### src/rtl/i2s_pkg.sv
// Shared types and constants for the i2s sample scheduler and its FIFO.
package i2s_pkg;

    localparam int DATA_W_DEF = 16;
    localparam int UNDERRUN_W = 16;

    typedef enum logic [1:0] {
        MUTED    = 2'd0,
        RUN      = 2'd1,
        UNDERRUN = 2'd2
    } sched_state_t;

    // Counter sticks at all-ones instead of wrapping back to zero.
    function automatic logic [UNDERRUN_W-1:0] sat_inc(input logic [UNDERRUN_W-1:0] value);
        return (&value) ? value : value + UNDERRUN_W'(1);
    endfunction

endpackage

### src/rtl/i2s_sample_fifo.sv
// Synchronous FIFO of stereo pairs. The head entry is readable combinationally,
// so the data is valid in the same cycle that pop_i is asserted.
module i2s_sample_fifo #(
    parameter  int WIDTH = 32,
    parameter  int DEPTH = 8,
    localparam int PTR_W = $clog2(DEPTH),
    localparam int LVL_W = $clog2(DEPTH) + 1
) (
    input  logic             clk_i,
    input  logic             reset_i,
    input  logic             push_i,
    input  logic             pop_i,
    input  logic             flush_i,
    input  logic [WIDTH-1:0] wdata_i,
    output logic [WIDTH-1:0] rdata_o,
    output logic             full_o,
    output logic             empty_o,
    output logic [LVL_W-1:0] level_o
);

    logic [WIDTH-1:0] mem_q [DEPTH];
    logic [PTR_W-1:0] wr_ptr_q, wr_ptr_d;
    logic [PTR_W-1:0] rd_ptr_q, rd_ptr_d;
    logic [LVL_W-1:0] level_q, level_d;
    logic             do_push;
    logic             do_pop;

    assign full_o  = (level_q == LVL_W'(DEPTH));
    assign empty_o = (level_q == '0);
    assign level_o = level_q;
    assign rdata_o = mem_q[rd_ptr_q];

    // Flush wins over both push and pop; full/empty guard the pointers.
    assign do_push = push_i & ~full_o  & ~flush_i;
    assign do_pop  = pop_i  & ~empty_o & ~flush_i;

    always_comb begin
        // NOTE: every signal gets a default first so no path leaves it unassigned (no latch).
        wr_ptr_d = wr_ptr_q;
        rd_ptr_d = rd_ptr_q;
        level_d  = level_q;
        if (flush_i) begin
            wr_ptr_d = '0;
            rd_ptr_d = '0;
            level_d  = '0;
        end else begin
            if (do_push) begin
                wr_ptr_d = wr_ptr_q + PTR_W'(1);
            end
            if (do_pop) begin
                rd_ptr_d = rd_ptr_q + PTR_W'(1);
            end
            case ({do_push, do_pop})
                2'b10:   level_d = level_q + LVL_W'(1);
                2'b01:   level_d = level_q - LVL_W'(1);
                default: level_d = level_q;
            endcase
        end
    end

    always_ff @(posedge clk_i) begin
        // NOTE: clocked state uses non-blocking assignments so every register samples pre-edge values.
        if (reset_i) begin
            wr_ptr_q <= '0;
            rd_ptr_q <= '0;
            level_q  <= '0;
        end else begin
            wr_ptr_q <= wr_ptr_d;
            rd_ptr_q <= rd_ptr_d;
            level_q  <= level_d;
        end
    end

    // NOTE: storage is not reset; level_q alone decides which entries are meaningful.
    always_ff @(posedge clk_i) begin
        if (do_push) begin
            mem_q[wr_ptr_q] <= wdata_i;
        end
    end

endmodule

### src/rtl/i2s_sample_sched.sv
// Sample scheduler: buffers stereo pairs and hands exactly one pair to the i2s
// transmitter per LRCLK frame, with prefill, mute-on-underrun and an underrun counter.
module i2s_sample_sched
    import i2s_pkg::*;
#(
    parameter  int DATA_W     = DATA_W_DEF,
    parameter  int FIFO_DEPTH = 8,
    parameter  int PREFILL    = 4,
    localparam int LVL_W      = $clog2(FIFO_DEPTH) + 1
) (
    input  logic                  clk_i,
    input  logic                  reset_i,
    input  logic                  enable_i,
    input  logic                  s_valid_i,
    output logic                  s_ready_o,
    input  logic [DATA_W-1:0]     s_data_l_i,
    input  logic [DATA_W-1:0]     s_data_r_i,
    input  logic                  tx_lrclk_i,
    output logic [DATA_W-1:0]     audio_l_o,
    output logic [DATA_W-1:0]     audio_r_o,
    output logic                  running_o,
    output logic [LVL_W-1:0]      fifo_level_o,
    output logic [UNDERRUN_W-1:0] underrun_cnt_o
);

    sched_state_t          state_q, state_d;
    logic                  lr_q;
    logic                  strobe;
    logic [DATA_W-1:0]     audio_l_q, audio_l_d;
    logic [DATA_W-1:0]     audio_r_q, audio_r_d;
    logic                  running_q;
    logic [UNDERRUN_W-1:0] underrun_cnt_q, underrun_cnt_d;

    logic                  fifo_push;
    logic                  fifo_pop;
    logic                  fifo_flush;
    logic                  fifo_full;
    logic                  fifo_empty;
    logic [2*DATA_W-1:0]   fifo_rdata;
    logic [LVL_W-1:0]      fifo_level;
    logic                  prefilled;

    // Rising LRCLK marks the start of the right half-frame; lr_q resets high so
    // a high LRCLK right after reset is not mistaken for an edge.
    assign strobe     = tx_lrclk_i & ~lr_q;
    assign s_ready_o  = ~fifo_full & ~reset_i;
    assign fifo_push  = s_valid_i & s_ready_o & enable_i;
    assign fifo_flush = ~enable_i;
    assign prefilled  = (fifo_level >= LVL_W'(PREFILL));

    i2s_sample_fifo #(
        .WIDTH (2 * DATA_W),
        .DEPTH (FIFO_DEPTH)
    ) u_fifo (
        .clk_i   (clk_i),
        .reset_i (reset_i),
        .push_i  (fifo_push),
        .pop_i   (fifo_pop),
        .flush_i (fifo_flush),
        .wdata_i ({s_data_l_i, s_data_r_i}),
        .rdata_o (fifo_rdata),
        .full_o  (fifo_full),
        .empty_o (fifo_empty),
        .level_o (fifo_level)
    );

    always_comb begin
        state_d        = state_q;
        audio_l_d      = audio_l_q;
        audio_r_d      = audio_r_q;
        underrun_cnt_d = underrun_cnt_q;
        fifo_pop       = 1'b0;
        if (!enable_i) begin
            state_d = MUTED;
            if (strobe) begin
                audio_l_d = '0;
                audio_r_d = '0;
            end
        end else if (strobe) begin
            audio_l_d = '0;
            audio_r_d = '0;
            case (state_q)
                MUTED, UNDERRUN: begin
                    if (prefilled) begin
                        state_d                = RUN;
                        fifo_pop               = 1'b1;
                        {audio_l_d, audio_r_d} = fifo_rdata;
                    end
                end
                RUN: begin
                    if (fifo_empty) begin
                        state_d        = UNDERRUN;
                        underrun_cnt_d = sat_inc(underrun_cnt_q);
                    end else begin
                        fifo_pop               = 1'b1;
                        {audio_l_d, audio_r_d} = fifo_rdata;
                    end
                end
                default: state_d = MUTED;
            endcase
        end
    end

    always_ff @(posedge clk_i) begin
        if (reset_i) begin
            lr_q           <= 1'b1;
            state_q        <= MUTED;
            audio_l_q      <= '0;
            audio_r_q      <= '0;
            running_q      <= 1'b0;
            underrun_cnt_q <= '0;
        end else begin
            lr_q           <= tx_lrclk_i;
            state_q        <= state_d;
            audio_l_q      <= audio_l_d;
            audio_r_q      <= audio_r_d;
            running_q      <= (state_d == RUN);
            underrun_cnt_q <= underrun_cnt_d;
        end
    end

    assign audio_l_o      = audio_l_q;
    assign audio_r_o      = audio_r_q;
    assign running_o      = running_q;
    assign fifo_level_o   = fifo_level;
    assign underrun_cnt_o = underrun_cnt_q;

endmodule
### config.mk
export PLATFORM = sky130hd
export DESIGN_NAME = i2s_sample_sched
export DESIGN_NICKNAME = d
export VERILOG_FILES = /design/src/rtl/i2s_pkg.sv /design/src/rtl/i2s_sample_fifo.sv /design/src/rtl/i2s_sample_sched.sv
export SDC_FILE = /design/constraint.sdc
export NUM_CORES = 1
export LEC_CHECK = 0
export BUFFER_PORTS_ARGS = -buffer_cell sky130_fd_sc_hd__buf_2
export CELL_PAD_IN_SITES_DETAIL_PLACEMENT = 1
export CELL_PAD_IN_SITES_GLOBAL_PLACEMENT = 2
export CORE_MARGIN = 2
export CORE_UTILIZATION = 31
export CTS_CLUSTER_SIZE = 8
export DETAILED_ROUTE_END_ITERATION = 8
export PLACE_DENSITY_LB_ADDON = 0.2
export SLEW_MARGIN = 10
export SYNTH_ARGS = -nofsm -noshare
export SYNTH_HDL_FRONTEND = slang
export SYNTH_SLANG_ARGS = --single-unit
export TNS_END_PERCENT = 50
### constraint.sdc
create_clock -name clk_i -period 6.31 [get_ports clk_i]
set_clock_uncertainty 0.2 [all_clocks]
set_input_delay 1.5775 -clock clk_i [delete_from_list [all_inputs] [get_ports clk_i]]
set_output_delay 1.5775 -clock clk_i [all_outputs]
set_load 0.1 [all_outputs]
After elaboration in Yosys (flattened, before gate mapping)
Memories as Yosys holds them, arrays and structs flattened. A register that Yosys moved wholly into a read port is not among the register bits.
Index checks and enable logic that the tools add are counted.
- memories kept: 1
- input port bits: 37
- ROM bits: 0
- bits in latches: 0
- bits in registers: 62
- logic and storage cells: 69
- memory bits (writable): 256
- memories (memory ; words ; width ; read ports ; clocked after Yosys merged registers in ; write ports ; RTL line ; text):
    u_fifo.mem_q ; 8 ; 32 ; 1 ; 1 ; 1 ; i2s_sample_fifo.sv:21 ; logic [WIDTH-1:0] mem_q [DEPTH];
- multiply operators: 0
- add/subtract/negate cells: 5
- bitwise operators: 14
- div/mod/pow operators: 0
- equal/unequal tests: 6
- reductions and logical operators: 7
- mux-type cells: 26
- $lt $le $gt $ge: 1
- shift-type cells: 0
- operators with widths (operator ; count):
    two-way mux 16 bit ; 9
    case mux 16 bit (2 select lines) ; 2
    adder 16 x 1 -> 16 bit, second input constant ; 1
    AND reduction 16 bit ; 1
    bitwise AND 1 bit ; 8
    two-way mux 2 bit ; 4
    case mux 4 bit (2 select lines) ; 1
    adder 3 x 1 -> 3 bit, second input constant ; 2
    equality test 2 x 1 -> 1 bit, second input constant ; 3
    two-way mux 1 bit ; 6
    two-way mux 3 bit ; 2
    NOT 1 bit ; 6
    AND reduction 5 bit ; 1
    adder 4 x 1 -> 4 bit, second input constant ; 1
    equality test 2 bit, second input constant ; 2
    equality test 4 bit, second input constant ; 1
    greater-or-equal comparator 4 x 3 -> 1 bit, second input constant ; 1
    logical NOT 4 bit ; 1
    case mux 2 bit (2 select lines) ; 1
    OR reduction 2 bit ; 2
    subtractor 4 x 1 -> 4 bit, second input constant ; 1
    logical NOT 2 bit ; 1
    case mux 1 bit (2 select lines) ; 1
    nonzero test 2 bit ; 1

Logic depth before layout (Yosys ltp)
Gate-level depths: netlist of run 1.
- depth after elaboration: 9
- gate-level depth with buffers: 12
- depth with buffers taken out: 11

Cells and area by module
A second synthesis of run 1 with hierarchy kept.
- cells, all modules: 652
- area, all modules: 12572.1 um^2
- modules (own cells, without submodules) (module ; instances ; cells each ; area each (um^2) ; seq. area each (um^2)):
    i2s_sample_fifo ; 1 ; 450 ; 10470.0 ; 7947.6
    i2s_sample_sched ; 1 ; 202 ; 2102.0 ; 1041.0

Worst setup path after synthesis of run 1
No wires, ideal clock.
- kind: input to register
- start: input port reset_i
- end: memory u_fifo.mem_q[0][0], enable pin
- arrival time: 4407 ps
- stages: 3
- setup slack: 1242 ps
- cell sequence: nand2b_1 > or3_1 > nor3_1
- word-level cells in the longest chain between the ends: 8
- ends and longest elaborated chain (item ; RTL line ; text):
    start, declared ; i2s_sample_sched.sv:12 ; input logic reset_i,
    NOT 1 bit ; i2s_sample_sched.sv:46 ; assign s_ready_o = ~fifo_full & ~reset_i;
    bitwise AND 1 bit ; i2s_sample_sched.sv:46 ;
    bitwise AND 1 bit (2 in a row) ; i2s_sample_sched.sv:47 ; assign fifo_push = s_valid_i & s_ready_o & enable_i;
    bitwise AND 1 bit (2 in a row) ; i2s_sample_fifo.sv:34 ; assign do_push = push_i & ~full_o & ~flush_i;
    two-way mux 1 bit ; i2s_sample_fifo.sv:76 ; if (do_push) begin
    two-way mux 1 bit (not written as such) ; i2s_sample_fifo.sv:77 ; mem_q[wr_ptr_q] <= wdata_i;
    end, declared ; i2s_sample_fifo.sv:21 ;
Every way passes these cells.

Worst setup path after layout of run 1
- start: input port reset_i
- end: output port s_ready_o
- word-level cells in the longest chain between the ends: 2
- ends and longest elaborated chain (item ; RTL line ; text):
    NOT 1 bit ; i2s_sample_sched.sv:46 ;
    bitwise AND 1 bit ; i2s_sample_sched.sv:46 ;
    end, declared ; i2s_sample_sched.sv:15 ; output logic s_ready_o,
Every way passes these cells.

==> Implementation_results.wiki, run 1 <==
{| class="wikitable"
! Metric !! Value
|-
| Run status || finished clean
|-
| Setup repair after global routing missed its margin || false
|-
| CTS Root Cell || sky130_fd_sc_hd__clkbuf_16
|-
| Finish-stage setup viols || 0
|-
| Number of buffers inserted for hold repair after clock tree synthesis || 0
|-
| Number of failing hold endpoints at the final stage || 0
|-
| Max Cap Viol || 0
|-
| Number of cell rows || 72
|-
| Mean cell area of the mapped netlist || 18.2 um^2
|-
| Placeable Area || 38600 um^2
|-
| Drt wl/cell || 20.8 um
|-
| Slowest-stage cell, CP || sky130_fd_sc_hd__buf_2
|-
| Routed via count divided by cell count || 4.76
|-
| Pleak || 4.71 nW
|-
| Number of nets still failing antenna checks after routing || 0
|-
| Number of DRC violations after detailed routing || 0
|-
| Met2 wire len || 14200 um
|-
| Post-synth cell types || 45
|-
| Weighted congestion at the end of routability-driven global placement || 0.703
|-
| Min-delay worst type || reg2reg
|-
| Prevailing post-synth register cell || sky130_fd_sc_hd__edfxtp_1
|-
| Count of warnings emitted by yosys || 0
|-
| Setup bufs post-CTS || 0
|-
| Post-layout nets || 827
|-
| Register area share after synthesis || 73.9%
|-
| Syn Inst Count || 667
|-
| Nets in the synthesized netlist || 710
|-
| Register bit total from synthesis || 321
|-
| Total number of H-tree levels || 2
|-
| Die width || 202 um
|-
| Dominant cells by area after synthesis || sky130_fd_sc_hd__edfxtp_1, sky130_fd_sc_hd__mux4_2, sky130_fd_sc_hd__dfxtp_1, sky130_fd_sc_hd__mux2i_1, sky130_fd_sc_hd__o21ai_0
|-
| Power per standard cell area || 316 nW/um^2
|-
| Library cell appearing most often on the critical path || sky130_fd_sc_hd__buf_2
|-
| Arrival time worst endpoint || 2.45 ns
|-
| Cell type with the largest total area after synthesis || sky130_fd_sc_hd__edfxtp_1
|-
| Clock slew at the register clock pins of the worst setup and hold paths || 0.05 ns
|-
| Die Area || 40800 um^2
|-
| Tot GR Track Use || 13.9%
|-
| Total Negative Setup Slacks || 0 ns
|-
| Post-synth EDFFs || 256
|-
| Layout-stage area growth over the synthesis result || 20.3%
|-
| Fraction of the cycle the final worst path needs || 67.0%
|-
| Final worst path period need || 4.23 ns
|-
| Routed WL || 27800 um
|-
| Internal reg-to-reg setup slack || 3.19 ns
|-
| Chip Height || 202 um
|-
| Final hold slack || 0.246 ns
|-
| Number of max-slew violations in the final report || 0
|-
| Length of the first detailed-routing pass in iterations || 6
|-
| Final Total Pwr || 4.62 mW
|-
| I/O pin count || 91
|-
| Highest clock frequency the design can meet || 237 MHz
|-
| Quantity of I/O buffers inserted on ports || 90
|-
| Cell-by-cell listing of the critical path || buf_2, nor2_1, buf_2
|-
| Sink Count || 321
|-
| Worst-skew pair later-pin latency || 0.53 ns
|-
| Data required time at the worst endpoint || 4.53 ns
|-
| Top cell type's share of synthesized area || 63.2%
|-
| Element type at the critical path start || input port
|-
| First-pass GRT wire length || 42900 um
|-
| DRT met1 WL || 12000 um
|-
| Number of vias after detailed routing || 6379
|-
| Number of buffers added by the clock tree synthesis step || 46
|-
| Share of layout cells above drive strength 1 || 28.9%
|-
| Standard cell area after detailed placement || 13300 um^2
|-
| Clock tree from TritonCTS || done
|-
| Via count of the first global-routing pass || 7015
|-
| Detailed Route Iter0 Violations || 289
|-
| Worst Tran Pin Value || 1.17 ns
|-
| Congestion Overflow GR || 0
|-
| Gates resized, CTS repair || 0
|-
| Setup CP Type || in2out
|-
| Maximum resistive drop on vdd || 0.172 mV
|-
| Syn Std Cell Area || 12200 um^2
|-
| Maximum clock insertion buffer count || 3
|-
| Top layer used by detailed routing || met4
|-
| Final Cell Area || 14600 um^2
|-
| Initial core utilization || 31.5%
|-
| Maximum fanout count along the critical path || 23
|-
| Critical path endpoint category || output port
|-
| Met3 layer wire length in the routed design || 1040 um
|-
| Relative max-transition margin || 22.1%
|-
| Initial antenna violation count || 0
|-
| Delay contributed by the slowest stage of the critical path || 0.44 ns
|-
| Asr flop ratio synth || 0%
|-
| HPWL after detailed placement || 16800 um
|-
| Largest net degree at the start of global routing || 65
|}
==> per-layer routing <==
layer  GRT usage (%)  vias to the layer above
li1                -                     2879
met1            17.5                     3326
met2            24.0                      126
met3            2.58                       48
met4            4.39                        0
met5               0                        -
==> final timing paths <==
kind / from / endpoint / cells after the start
worst min register to register: audio_r_o[6] / audio_r_o[6] / 2
worst max register to register: u_fifo.level_o[3] / u_fifo.level_o[2] / 11
worst min-delay path: audio_r_o[6] / audio_r_o[6] / 2
worst max-delay path: reset_i / s_ready_o / 3
==> per-stage QoR <==
step,std cells,setup WS [ns],utilization (%)
after global placement,1252,1.78,34.3
after detailed placement,1252,1.69,34.3
after floorplan,667,1.24,-
final,1340,2.08,37.9
after global routing,1339,2.04,37.8
after CTS,1337,2.06,37.7
==> sequential cells by signal, indices dropped and copies added (netlist names), 2 cells and up, named ones only <==
| name | count |
|---|---|
| underrun_cnt_o | 16 |
| audio_r_o | 16 |
| u_fifo.mem_q | 256 |
| audio_l_o | 16 |
| u_fifo.wr_ptr_q | 3 |
| state_q | 2 |
| u_fifo.level_o | 4 |
| u_fifo.rd_ptr_q | 3 |
==> worst max-delay path, delay by kind of cell <==
family | cells | cell delay, ns
buf+inv | 2 | 0.69
simple gates | 1 | 0.17
==> cells by family (layout without fill, tap and decap cells) <==
| logic type | after synthesis | after routing | synth area share (%) |
|---|---|---|---|
| and+or+nand+nor | 125 | 125 | 5.32 |
| AOI/OAI and AO/OA | 64 | 64 | 2.96 |
| other | 0 | 1 | 0 |
| buffers and inverters | 35 | 189 | 1.18 |
| adders and majority gates | 6 | 6 | 0.617 |
| muxes | 102 | 102 | 15.0 |
| xor gates and xnor gates | 14 | 14 | 1.01 |
| DFF | 321 | 321 | 73.9 |
==> report_power, final <==
part           switching [mW]  total, mW  internal (mW)
Clock                   0.864       2.25           1.39
Sequential            0.00306       2.30           2.29
Combinational          0.0535     0.0735         0.0200
==> cells in the mapped netlist, drive strengths merged (2+ instances only) <==
master / count
a21oi: 14
and2: 2
and3: 3
and4: 2
buf: 11
clkbuf: 19
dfxtp: 65
edfxtp: 256
ha: 6
inv: 5
mux2: 2
mux2i: 36
mux4: 64
nand2: 40
nand2b: 5
nand3: 9
nand3b: 2
nand4: 3
nor2: 34
nor2b: 3
nor3: 2
nor4: 2
nor4b: 2
o21ai: 42
o31ai: 3
or2: 3
or3: 7
or4: 2
xnor2: 8
xor2: 6
==> area by class of cell <==
class,instances,area (um^2)
clock inverters,2,16.3
well taps,518,648
multi-input cells,311,3090
diodes,1,2.50
repair buffers,99,543
fillers,3825,24000
flip-flops and latches,321,9000
inverters,5,18.8
clock buffers,83,1310
==> placed cells by master (no fill, tap or decap), drive strengths merged, types with 5 or more instances in the layout <==
cell	count
a21oi	14
buf	99
clkbuf	83
dfxtp	65
edfxtp	256
ha	6
inv	6
mux2i	36
mux4	64
nand2	40
nand2b	5
nand3	9
nor2	34
o21ai	42
or3	7
xnor2	8
xor2	6
No activity file was read; power rests on OpenSTA's default activity.
==> run 2: changes to the inputs <==
==> constraint.sdc (replaced) <==
create_clock -name clk_i -period 3.7 [get_ports clk_i]
set_clock_uncertainty 0.2 [all_clocks]
set_input_delay 0.925 -clock clk_i [delete_from_list [all_inputs] [get_ports clk_i]]
set_output_delay 0.925 -clock clk_i [all_outputs]
set_load 0.1 [all_outputs]
==> Implementation_results.wiki, run 2 (synthesis gave the netlist of run 1 again) <==
{| class="wikitable"
! Metric !! Value
|-
| Die width || 202 um
|-
| Initial core utilization || 31.5%
|-
| Ant. Diodes || 0
|-
| Final Total Pwr || 7.87 mW
|-
| I/O pin count || 91
|-
| Post-layout nets || 840
|-
| Sink Count || 321
|-
| Worst Tran Pin Value || 0.997 ns
|-
| Arrival time worst endpoint || 1.89 ns
|-
| Gates resized, CTS repair || 0
|-
| Weighted congestion at the end of routability-driven global placement || 0.678
|-
| Detailed Route Iter0 Violations || 308
|-
| Length of the first detailed-routing pass in iterations || 4
|-
| Flip-flop count of the largest register, all copies and words added || 256
|-
| Congestion Overflow GR || 0
|-
| CTS Root Cell || sky130_fd_sc_hd__clkbuf_16
|-
| Number of DRC violations after detailed routing || 0
|-
| Element type at the critical path start || flip-flop
|-
| Tot GR Track Use || 13.8%
|-
| Relative max-transition margin || 33.5%
|-
| Setup bufs post-CTS || 0
|-
| Placeable Area || 38600 um^2
|-
| Min-delay worst type || reg2reg
|-
| Number of max-slew violations in the final report || 0
|-
| Routed via count divided by cell count || 4.74
|-
| Setup CP Type || reg2out
|-
| Initial antenna violation count || 2
|-
| Highest clock frequency the design can meet || 332 MHz
|-
| Quantity of I/O buffers inserted on ports || 90
|-
| Die Area || 40800 um^2
|-
| Pleak || 4.79 nW
|-
| Final Core Density || 38.3%
|-
| HPWL after detailed placement || 16800 um
|-
| Data required time at the worst endpoint || 2.57 ns
|-
| Cell count after placement || 1267
|-
| Layout-stage area growth over the synthesis result || 21.7%
|-
| First-pass GRT wire length || 43200 um
|-
| Fraction of the cycle the final worst path needs || 81.5%
|-
| Clock tree from TritonCTS || done
|-
| Largest net degree at the start of global routing || 65
|-
| Final std cells w/o fill || 1349
|-
| Total Negative Setup Slacks || 0 ns
|-
| Number of vias after detailed routing || 6400
|-
| Drt wl/cell || 20.4 um
|-
| Finish-stage setup viols || 0
|-
| Max Cap Viol || 0
|-
| Number of buffers added by the clock tree synthesis step || 46
|-
| Filler Cell Count || 3793
|-
| Post-placement worst setup slack || 0.634 ns
|-
| Critical path endpoint category || output port
|-
| Number of nets still failing antenna checks after routing || 0
|-
| Final worst path period need || 3.01 ns
|-
| Register ranked first by flip-flop count || u_fifo.mem_q
|-
| Maximum fanout count along the critical path || 10
|-
| Run status || finished clean
|-
| Most common library cell in the layout ignoring fill and taps || sky130_fd_sc_hd__edfxtp_1
|-
| Chip Height || 202 um
|-
| Worst-skew pair later-pin latency || 0.55 ns
|-
| Number of cell rows || 72
|-
| Total number of H-tree levels || 2
|-
| Routed WL || 27500 um
|-
| Power per standard cell area || 532 nW/um^2
|-
| Maximum resistive drop on vdd || 0.317 mV
|-
| Share of layout cells above drive strength 1 || 30.3%
|-
| Highest-count cells in the layout ignoring fill and taps || sky130_fd_sc_hd__edfxtp_1, sky130_fd_sc_hd__buf_2, sky130_fd_sc_hd__mux4_2
|-
| Setup repair after global routing missed its margin || false
|-
| Number of buffers inserted for hold repair after clock tree synthesis || 0
|-
| Maximum clock insertion buffer count || 3
|-
| Final WS setup || 0.686 ns
|-
| Via count of the first global-routing pass || 7171
|-
| Clock slew at the register clock pins of the worst setup and hold paths || 0.05 ns
|-
| Number of failing hold endpoints at the final stage || 0
|}
==> run 2: power by group <==
| group | internal [mW] | total, mW | switching [mW] |
|---|---|---|---|
| clock | 2.34 | 3.82 | 1.48 |
| sequential | 3.91 | 3.92 | 0.00522 |
| combinational | 0.0391 | 0.129 | 0.0900 |
| total | 6.30 | 7.87 | 1.58 |
==> run 2: worst paths after layout <==
path                                         from  cells after the start                 to  slack (ns)
worst max-delay path            u_fifo.level_o[1]                      4          s_ready_o        0.69
worst min-delay path                 audio_l_o[2]                      2       audio_l_o[2]        0.25
worst max register to register  u_fifo.level_o[1]                     12  u_fifo.level_o[2]        0.84
worst min register to register       audio_l_o[2]                      2       audio_l_o[2]        0.25
==> run 2: critical path: stages, from the launching register on <==
cell and delay [ns]:
sky130_fd_sc_hd__dfxtp_1 0.56, sky130_fd_sc_hd__nor4b_1 0.11, sky130_fd_sc_hd__buf_4 0.17, sky130_fd_sc_hd__nor2_1 0.09, sky130_fd_sc_hd__buf_2 0.44
==> run 2: through the flow <==
| step | hold slack, ns | cell area [um^2] |
|---|---|---|
| 2_1_floorplan | 0.285 | 12200 |
| 5_1_grt | 0.283 | 14800 |
| 4_1_cts | 0.252 | 14800 |
| 3_3_place_gp | 0.233 | 13500 |
| 6_report | 0.248 | 14800 |
| 3_5_place_dp | 0.241 | 13500 |
==> run 2: final cells by class <==
cell class	count	area [um^2]	area share [%]
multi-input cells	311	3100	21.0
clock buffers	78	1280	8.66
inverters	5	18.8	0.127
well taps	518	648	4.38
flip-flops and latches	321	9000	60.8
clock inverters	4	62.6	0.423
repair buffers	112	691	4.67
==> run 2: layer usage <==
metal | track usage [%] | up-vias | wire length (um)
met3 | 2.97 | 36 | 1080
met2 | 23.2 | 116 | 13600
met4 | 3.73 | 4 | 420
li1 | - | 2911 | -
met5 | 0 | - | 24
met1 | 18.1 | 3333 | 12400
